File: src/rtl/alu_sequencer.sv
// Multi-cycle micro-sequencer for the shared 16-bit ALU and register file.
// Runs one instruction at a time through IDLE -> READ -> EXEC -> WB and retires it on a write grant.
module alu_sequencer #(
  parameter int RF_AW      = 3,
  parameter int WB_TIMEOUT = 15,
  parameter int CNT_W      = 16
) (
  input  logic             Clk,
  input  logic             Reset,
  input  logic             Inst_Valid,
  input  logic [15:0]      Inst_In,
  output logic             Inst_Ready,
  output logic [RF_AW-1:0] Rd_Addr_A,
  output logic [RF_AW-1:0] Rd_Addr_B,
  output logic [5:0]       ALU_OP,
  output logic             Latch_Result,
  output logic             Latch_Flags,
  output logic             Wr_En,
  output logic [RF_AW-1:0] Wr_Addr,
  input  logic             Wr_Grant,
  output logic             Done,
  output logic             Err,
  output logic [CNT_W-1:0] Op_Count
);

  // Handshake: an instruction transfers on a rising edge where Inst_Valid && Inst_Ready;
  // Inst_Ready is only high in IDLE, and Inst_Valid/Inst_In are ignored otherwise.

  typedef enum logic [1:0] {IDLE, READ, EXEC, WB} state_t;

  state_t           state, state_nxt;
  logic [15:0]      ir;
  logic [7:0]       to_cnt;
  logic [CNT_W-1:0] op_cnt;
  logic             timeout_hit;

  logic             ready_c, latch_res_c, latch_flg_c, wr_en_c, done_c, err_c;
  logic [RF_AW-1:0] addr_a_c, addr_b_c, wr_addr_c;
  logic [5:0]       alu_op_c;

  // Expires on the WB cycle that would bring the counter up to WB_TIMEOUT.
  assign timeout_hit = (({1'b0, to_cnt} + 9'd1) == 9'(WB_TIMEOUT));

  always_comb begin
    state_nxt   = state;
    ready_c     = 1'b0;
    latch_res_c = 1'b0;
    latch_flg_c = 1'b0;
    wr_en_c     = 1'b0;
    done_c      = 1'b0;
    err_c       = 1'b0;
    addr_a_c    = '0;
    addr_b_c    = '0;
    wr_addr_c   = '0;
    alu_op_c    = '0;
    case (state)
      IDLE: begin
        ready_c = 1'b1;
        if (Inst_Valid) state_nxt = READ;
      end
      READ: begin
        addr_a_c  = RF_AW'(ir[6:4]);
        addr_b_c  = RF_AW'(ir[3:1]);
        alu_op_c  = ir[15:10];
        state_nxt = EXEC;
      end
      EXEC: begin
        addr_a_c    = RF_AW'(ir[6:4]);
        addr_b_c    = RF_AW'(ir[3:1]);
        alu_op_c    = ir[15:10];
        latch_res_c = 1'b1;
        latch_flg_c = ir[0];
        state_nxt   = WB;
      end
      WB: begin
        addr_a_c  = RF_AW'(ir[6:4]);
        addr_b_c  = RF_AW'(ir[3:1]);
        alu_op_c  = ir[15:10];
        wr_en_c   = 1'b1;
        wr_addr_c = RF_AW'(ir[9:7]);
        if (Wr_Grant) begin
          done_c    = 1'b1;
          state_nxt = IDLE;
        end else if (timeout_hit) begin
          err_c     = 1'b1;
          state_nxt = IDLE;
        end
      end
      default: state_nxt = IDLE;
    endcase
  end

  always_ff @(posedge Clk) begin
    if (!Reset) begin
      state  <= IDLE;
      ir     <= '0;
      to_cnt <= '0;
      op_cnt <= '0;
    end else begin
      state <= state_nxt;
      if (state == IDLE && Inst_Valid) ir <= Inst_In;
      if (state == EXEC) to_cnt <= '0;
      else if (state == WB && !Wr_Grant) to_cnt <= to_cnt + 8'd1;
      if (done_c) op_cnt <= op_cnt + 1'b1;
    end
  end

  // Outputs are forced low for as long as Reset is held, not just after the reset edge.
  assign Inst_Ready   = Reset & ready_c;
  assign Latch_Result = Reset & latch_res_c;
  assign Latch_Flags  = Reset & latch_flg_c;
  assign Wr_En        = Reset & wr_en_c;
  assign Done         = Reset & done_c;
  assign Err          = Reset & err_c;
  assign Rd_Addr_A    = Reset ? addr_a_c  : '0;
  assign Rd_Addr_B    = Reset ? addr_b_c  : '0;
  assign Wr_Addr      = Reset ? wr_addr_c : '0;
  assign ALU_OP       = Reset ? alu_op_c  : '0;
  assign Op_Count     = Reset ? op_cnt    : '0;

endmodule

File: config.mk
export PLATFORM = sky130hd
export DESIGN_NAME = alu_sequencer
export DESIGN_NICKNAME = d
export VERILOG_FILES = /design/src/rtl/alu_sequencer.sv
export SDC_FILE = /design/constraint.sdc
export NUM_CORES = 1
export LEC_CHECK = 0
export ABC_AREA = 1
export BUFFER_PORTS_ARGS = -buffer_cell sky130_fd_sc_hd__buf_2
export CAP_MARGIN = 20
export CORE_MARGIN = 4
export CORE_UTILIZATION = 49
export DETAILED_ROUTE_END_ITERATION = 6
export PLACE_DENSITY = 0.83
export SYNTH_ARGS = -nofsm -noshare
export SYNTH_HDL_FRONTEND = slang
export SYNTH_SLANG_ARGS = --single-unit
File: constraint.sdc
create_clock -name Clk -period 1.7 [get_ports Clk]
set_input_delay 0.34 -clock Clk [delete_from_list [all_inputs] [get_ports Clk]]
set_output_delay 0.34 -clock Clk [all_outputs]
set_load 0.02 [all_outputs]
==> After elaboration in Yosys (flattened, before gate mapping) <==
Index checks and enable logic that the tools add are counted.
{ "op_classes": {"add_sub_neg": 3, "eq_ne": 6, "mux": 22, "bitwise": 7, "reduce_logical": 7} }
{ "op_table": {"columns": ["operator", "n"], "rows": [
  ["two-way mux 3 bit", 6],
  ["adder 16 x 1 -> 16 bit (second input constant)", 1],
  ["two-way mux 16 bit", 1],
  ["two-way mux 6 bit", 2],
  ["adder 8 x 1 -> 9 bit (second input constant)", 1],
  ["equality test 9 x 4 -> 1 bit (second input constant)", 1],
  ["two-way mux 1 bit", 9],
  ["adder 8 x 1 -> 8 bit (second input constant)", 1],
  ["case mux 2 bit (4 select lines)", 1],
  ["bitwise AND 1 bit", 6],
  ["two-way mux 2 bit", 3],
  ["equality test 2 bit (second input constant)", 2],
  ["!= test 3 bit (second input constant)", 1],
  ["OR reduction 3 bit", 1],
  ["equality test 2 x 1 -> 1 bit (second input constant)", 1],
  ["logical AND 1 bit", 2],
  ["logical NOT 2 bit", 1],
  ["!= test 2 bit (second input constant)", 1],
  ["AND reduction 2 bit", 1],
  ["OR reduction 2 bit", 1],
  ["logical NOT 1 bit", 1],
  ["NOT 1 bit", 1]
]} }
{ "totals": {"reg_bits": 42, "inputBits": 20, "elab_cells": 49} }

==> Logic depth before layout (Yosys ltp) <==
Gate-level depths: netlist of the first run.
{ "depth": {"word_depth": 6, "depth_mapped": 12, "ltp_nobuf": 12} }

==> Worst setup path before layout of the first run <==
OpenSTA, ideal clock, no wires.
{ "synth_path": {"path_kind": "register to output", "from": "register to_cnt[1]", "to": "output Err", "arrival_ns": 1.506, "t_required_ns": 1.360, "setup_slack_ns": -0.146, "stages_incl_launch_ff": 10, "n_path_buf": 0, "cell_sequence": "dfxtp_1 ha_1 inv_1 nand2_1 nand2_1 nor2_1 nand2_1 nor2_1 nand2_1 nor3_1"} }
{ "synth_between": {"elab_chain_len": 6} }
{ "synth_rtl": {"columns": ["element", "line_no", "rtl"], "rows": [
  ["from (decl)", "33", "logic [7:0] to_cnt;"],
  ["from (signal assigned)", "103", "else if (state == WB && !Wr_Grant) to_cnt <= to_cnt + 8'd1;"],
  ["adder 8 x 1 -> 9 bit", "42", "assign timeout_hit = (({1'b0, to_cnt} + 9'd1) == 9'(WB_TIMEOUT));"],
  ["equality test 9 x 4 -> 1 bit", "42", null],
  ["two-way mux 1 bit", "84", "end else if (timeout_hit) begin"],
  ["two-way mux 1 bit", "81", "if (Wr_Grant) begin"],
  ["two-way mux 1 bit", "56", "case (state)"],
  ["bitwise AND 1 bit", "114", "assign Err = Reset & err_c;"],
  ["to (decl)", "22", "output logic Err,"]
]} }
No other way between the ends.

==> Final worst setup path of the first run <==
{ "layout_path": {"from": "register to_cnt[0]", "to": "output Err"} }
Same word-level chain as after synthesis.

==> results of run 1 <==
-- where the power goes --
part	internal, mW	switching (mW)
Clock	0.470	0.338
Combinational	0.328	0.583
Sequential	1.15	0.0994
-- timing repair --
item                       4_1_cts  5_1_grt
setup endpoints to repair       18       26
pin swaps                        0        4
gates cloned                     0        0
setup buffers                    0        2
gates resized for setup         18       23
-- area by class of cell --
cell class,count,area (sq um),area share [%]
Sequential cell,42,852,29.5
Tap cell,52,65.1,2.25
Multi-Input combinational cell,236,1270,44.0
Timing Repair Buffer,65,372,12.9
Clock buffer,6,82.6,2.86
Inverter,57,216,7.49
Clock inverter,1,30.0,1.04
-- worst max path at each step --
stage	to	slack [ns]	depth (start not counted)
5_1_grt	Err	-0.35	10
3_3_place_gp	Err	0.04	9
2_1_floorplan	Err	0.02	9
4_1_cts	Err	-0.23	9
3_5_place_dp	Err	0.01	9
6_report	Err	-0.25	10
-- worst max-delay path: stages, from the launching register on --
cell and delay [ns]:
dfxtp_4 0.39, ha_4 0.16, inv_2 0.03, nand2_1 0.06
nand2_2 0.05, nor2_2 0.09, nand2_1 0.05, nor2_1 0.11
nand2_1 0.09, nor3_2 0.12, buf_4 0.16
-- stage by stage --
step	worst slack, ns	cells	TNS (ns)
5_1_grt	-0.350	459	-0.767
6_report	-0.249	459	-0.308
4_1_cts	-0.230	458	-0.416
2_1_floorplan	0.0213	345	0
3_3_place_gp	0.0436	451	0
3_5_place_dp	0.0102	451	0
-- layer usage --
layer  vias to the layer above  global-route usage [%]  part of all wire [%]
met4                         0                    5.52                   1.7
met5                         -                       0                     0
met3                        10                    5.91                   7.1
met2                        76                    31.1                    49
li1                       1188                       -                     -
met1                       989                    22.5                    42
-- cells by family after synthesis --
kind of cell | after synthesis | synth area share, %
and+or+nand+nor | 170 | 34.3
buffers and inverters | 67 | 11.2
AOI/OAI and AO/OA | 58 | 13.2
DFF | 42 | 37.1
adders and majority gates | 7 | 3.87
xor gates and xnor gates | 1 | 0.387
-- registers in the layout, summed over array words and instances, names as in the netlist --
signal	count
ir	16
to_cnt	8
state	2
op_cnt	16
-- cell usage after synthesis --
| cell type | number |
|---|---|
| xor2_1 | 1 |
| o211ai_1 | 1 |
| nand3_1 | 8 |
| inv_2 | 2 |
| dfxtp_1 | 42 |
| nand2_1 | 74 |
| ha_1 | 7 |
| o21a_1 | 2 |
| nand2_4 | 1 |
| nor2_1 | 64 |
| buf_1 | 2 |
| nand3_2 | 1 |
| clkbuf_1 | 7 |
| nand4_1 | 1 |
| nor2_4 | 1 |
| nand4_2 | 1 |
| a31oi_1 | 1 |
| buf_2 | 1 |
| inv_1 | 55 |
| nor3_4 | 4 |
| o21ai_0 | 30 |
| nor4_1 | 2 |
| nor2_2 | 3 |
| nor3_1 | 5 |
| nor3b_1 | 1 |
| a21oi_1 | 24 |
| nand3b_4 | 1 |
| nand2_2 | 3 |
-- cells in the final DEF, fill, tap and decap left out, drive strengths merged, types with 6 or more instances in the layout --
| master | instances |
|---|---|
| buf | 65 |
| nand2 | 78 |
| nor2 | 68 |
| a21oi | 24 |
| clkbuf | 6 |
| inv | 57 |
| o21ai | 30 |
| nand3 | 9 |
| nor3 | 9 |
| dfxtp | 42 |
| ha | 7 |
==> impl_metrics.csv, run 1 <==
group,metric,value,unit
synthesis,syn_nets,372,
timing,tightest_slew,0.378,ns
finish,fillCellCount,390,
critical_path,critPathArrivalTime,1.61,ns
critical_path,worst-path-max-fanout,4,
power,cellLeakagePower,1.50,nW
synthesis,ys_types,28,
routing,routedWlPerCell,11.6,microns
clock_tree,cts.clk_slew.worst_paths,0.08,ns
synthesis,ys_ff_latch,42,
finish,syn_to_final_growth,27.5,%
timing,hold_viol,0,
timing,setup_slack,-0.249,ns
die,core_area,4410,sq um
global_routing,grt_pass1_vias,2083,
routing,drt_pre_antenna_iters,4,
timing,fin_crit,1.95,ns
clock_tree,clockBufferDepth,2,
routing,antenna_left,0,
flow_run,drv_cap,0,
critical_path,cp-start-kind,"register",
critical_path,path_class,"register to primary output",
clock_tree,cts.sinks,42,
die,dieArea,5780,sq um
die,initial_core_util,51.3,%
min_path,hold_path_depth,3,
global_routing,grt_max_degree,35,
synthesis,synth_area_leaders,"dfxtp_1, nand2_1, nor2_1",
finish,nets,434,
timing,drv_slew,0,
routing,drt_iter0_markers,139,
die,io_pins,57,
finish,layout-drive-gt1-share,28.7,%
finish,antennaDiodeCount,0,
power,vdd_drop_max,645,uV
critical_path,timing.rr.start,"state[0]",
place,io_buffers,56,
synthesis,synth_top_cell_by_area,"dfxtp_1",
finish,fin_util,65.4,%
place,dpl.hpwl,3830,microns
die,rows,24,
die,die_x,76,microns
critical_path,endpoint_kind,"primary output",
die,fp.dieH,76,microns
power,p_per_area,1030,nW/um^2
global_routing,grt-ovfl-total,0,
timing,relSlewSlack,74.7,%
status,status,"complete, but fails checks",
critical_path,r2r_end,"op_cnt[12]",
synthesis,syn-cell-area,2270,sq um
synthesis,synth_top_cell_area_share,37.1,%
min_path,hp-class,"primary input to register",
global_routing,globalRouteTotalUtil,18.5,%
clock_tree,clock_latency,0.29,ns
synthesis,syn_avg_cell_area,6.57,sq um
routing,drc,0,
critical_path,crit_start,"to_cnt[0]",
clock_tree,cts-hold-fix-buffers,0,
timing,grt_setup_unrepaired,"yes",
status,violations,"setup timing",
synthesis,syn_inst,345,
critical_path,worstPathRequired,1.36,ns
place,dpl_cell_area,2650,sq um
timing,skew,0.00807,ns
timing,fin_crit_sh,115,%
critical_path,reg2reg_depth,9,
place,gp_congestion,0.869,
clock_tree,htree_levels,2,
global_routing,grt_pass1_wl,9060,microns
timing,fmax,0.513,GHz
power,p_total,2.97,mW
finish,final_area,2890,sq um
min_path,hold_start,"Inst_In[2]",
synthesis,ys_seq_area_share,37.1,%
routing,vias_per_cell,4.93,
clock_tree,cts_root_buf,"clkbuf_8",
routing,vias,2263,
clock_tree,cts-buffers-inserted,5,
min_path,min_to,"ir[2]",
synthesis,ys_warn_count,0,
critical_path,rrSetupSlack,0.11,ns
timing,setup-violations-final,5,
routing,wl,5330,microns
global_routing,antenna_found_initial,0,
clock_tree,cts_tree,"built",
timing,holdWs,0.292,ns
No activity file was read; power rests on OpenSTA's default activity.
==> inputs of run 2 (changes only) <==
--- a/config.mk
+++ b/config.mk
@@ -10,6 +10,7 @@
 export CAP_MARGIN = 20
 export CORE_MARGIN = 4
 export CORE_UTILIZATION = 49
+export CTS_CLUSTER_DIAMETER = 120
 export DETAILED_ROUTE_END_ITERATION = 6
 export PLACE_DENSITY = 0.83
 export SYNTH_ARGS = -nofsm -noshare
==> constraint.sdc (replaced) <==
create_clock -name Clk -period 1.7 [get_ports Clk]
set_input_delay 0.085 -clock Clk [delete_from_list [all_inputs] [get_ports Clk]]
set_output_delay 0.085 -clock Clk [all_outputs]
set_load 0.02 [all_outputs]
==> run 2 against run 1 <==
Compared with the run above: the flow finishes with violations (DRC, setup timing); clock skew barely moved; core utilization up 0.62 points; final area up 0.95%; cell count is 1.7% higher; sequential share of layout area down 0.11 points; via count grew 1.8%; power is 0.55% lower; combinational power fell by 3.1%; critical endpoint unchanged.
==> impl_metrics.csv, run 2 (synthesized netlist as in run 1, its figures left out) <==
group,metric,value,unit
status,status,"complete, but fails checks",
status,violations,"DRC, setup timing",
global_routing,grt_pass1_wl,8920,microns
clock_tree,cts-buffers-inserted,5,
timing,setup_slack,-0.0495,ns
finish,top_regs,"ir: 16 flops, op_cnt: 16 flops, to_cnt: 8 flops",
min_path,hp-class,"primary input to register",
place,gp_congestion,0.874,
die,core_area,4410,sq um
power,seqPwrFrac,42.8,%
clock_tree,cts_root_buf,"clkbuf_8",
critical_path,path_class,"register to primary output",
place,dpl.hpwl,3650,microns
power,switching_share,35.2,%
global_routing,globalRouteTotalUtil,18.0,%
routing,drt_pre_antenna_iters,7,
global_routing,antenna_found_initial,0,
die,rows,24,
finish,final_area,2920,sq um
timing,drv_slew,0,
timing,hold_viol,0,
power,p_sw,1.04,mW
global_routing,grt_pass1_vias,2160,
clock_tree,cts.sinks,42,
routing,antenna_left,0,
power,p_int,1.91,mW
die,fp.dieH,76,microns
power,cellLeakagePower,1.51,nW
routing,drc,1,
critical_path,endpoint_kind,"primary output",
global_routing,grt-ovfl-total,0,
power,p_comb_share,29.9,%
timing,relSlewSlack,76.0,%
die,die_x,76,microns
timing,grt_setup_unrepaired,"yes",
clock_tree,clockBufferDepth,2,
power,clockPowerShare,27.3,%
clock_tree,cts-hold-fix-buffers,0,
timing,timing.setup.tns,-0.0495,ns
routing,wl,5180,microns
timing,tightest_slew,0.360,ns
die,io_pins,57,
place,dpl_cell_area,2610,sq um
timing,fin_crit_sh,103,%
place,placed_cells,448,
power,p_per_area,1010,nW/um^2
timing,fin_crit,1.75,ns
timing,setup-violations-final,1,
finish,syn_to_final_growth,28.7,%
power,vdd_drop_max,664,uV
finish,final_cell_count_no_fill,467,
timing,fmax,0.572,GHz
die,initial_core_util,51.3,%
die,dieArea,5780,sq um
clock_tree,htree_levels,2,
routing,drt_iter0_markers,161,
routing,vias_per_cell,4.93,
finish,nets,441,
critical_path,cp-start-kind,"register",
finish,final_cell_mix,"nand2_1, nor2_1, buf_2, inv_1, dfxtp_1",
clock_tree,cts.clk_slew.worst_paths,0.08,ns
critical_path,worst-path-max-fanout,5,
clock_tree,cts_tree,"built",
clock_tree,clock_latency,0.30,ns
critical_path,worstPathRequired,1.62,ns
routing,routedWlPerCell,11.1,microns
finish,layout-drive-gt1-share,29.2,%
routing,vias,2303,
finish,final_common_cell,"nand2_1",
flow_run,drv_cap,0,
place,io_buffers,56,
global_routing,grt_max_degree,35,
finish,antennaDiodeCount,0,
timing,skew,0.00831,ns
critical_path,critPathArrivalTime,1.66,ns
==> run 2: cell types whose count changed in the layout (fill, tap and decap cells not counted), sizes merged <==
cell,delta
buf,+7
clkinvlp,+2
clkbuf,-1
==> run 2: cell type report <==
| type | instances | area (sq um) |
|---|---|---|
| clock buffer | 5 | 68.8 |
| fill | 382 | 1500 |
| clock inverter | 3 | 45.0 |
| tap | 52 | 65.1 |
| sequential | 42 | 857 |
| multi-input combinational | 236 | 1260 |
| timing repair buffer | 72 | 410 |
| inverter | 57 | 214 |
==> run 2: metrics by stage <==
step	util (%)	hold slack (ns)	worst slack [ns]	power (mW)
6_report	66.1	0.0276	-0.0495	2.95
5_1_grt	66.1	0.0348	-0.156	3.16
4_1_cts	64.3	0.0202	-0.0547	2.92
3_5_place_dp	59.1	0.339	0.0800	2.08
3_3_place_gp	59.1	0.334	0.121	2.06
2_1_floorplan	-	0.252	0.109	1.85
==> run 2: worst paths after layout <==
check	from	to	slack, ns	depth (start not counted)
hold reg to reg	ir[9]	ir[9]	0.46	2
setup / recovery	to_cnt[1]	Err	-0.05	9
hold / removal	Inst_In[10]	ir[10]	0.03	3
setup reg to reg	to_cnt[1]	state[0]	0.04	13
==> run 2: what timing repair did <==
| action | CTS | global route |
|---|---|---|
| endpoints found under the setup margin | 1 | 18 |
| pin swaps | 7 | 8 |
| hold endpoints to repair | 0 | 0 |
| buffers inserted | 9 | 3 |
| gates cloned | 0 | 0 |
| gates resized for setup | 15 | 21 |
==> run 2: critical path, stage by stage (launching register included) <==
cell,delay (ns)
dfxtp_4,0.38
ha_4,0.18
nand2_4,0.09
nand2_2,0.08
nor2_2,0.08
nand2_1,0.06
nor2_1,0.09
nand2_1,0.09
nor3_2,0.14
buf_4,0.17
==> run 2: layer usage <==
| layer | routed length [microns] | GRT usage, % | share of wire (%) |
|---|---|---|---|
| met1 | 2320 | 21.8 | 45 |
| met3 | 372 | 4.26 | 7.2 |
| met4 | 168 | 7.65 | 3.2 |
| met2 | 2320 | 30.3 | 45 |
| met5 | 0 | 0 | 0 |
==> run 2: power by group through the flow <==
stage | Clock [mW] | Combinational, mW | Sequential, mW
2_1_floorplan | 0 | 0.615 | 1.24
3_3_place_gp | 0 | 0.804 | 1.25
3_5_place_dp | 0 | 0.820 | 1.26
4_1_cts | 0.820 | 0.857 | 1.24
5_1_grt | 0.855 | 1.02 | 1.28
6_report | 0.804 | 0.883 | 1.26
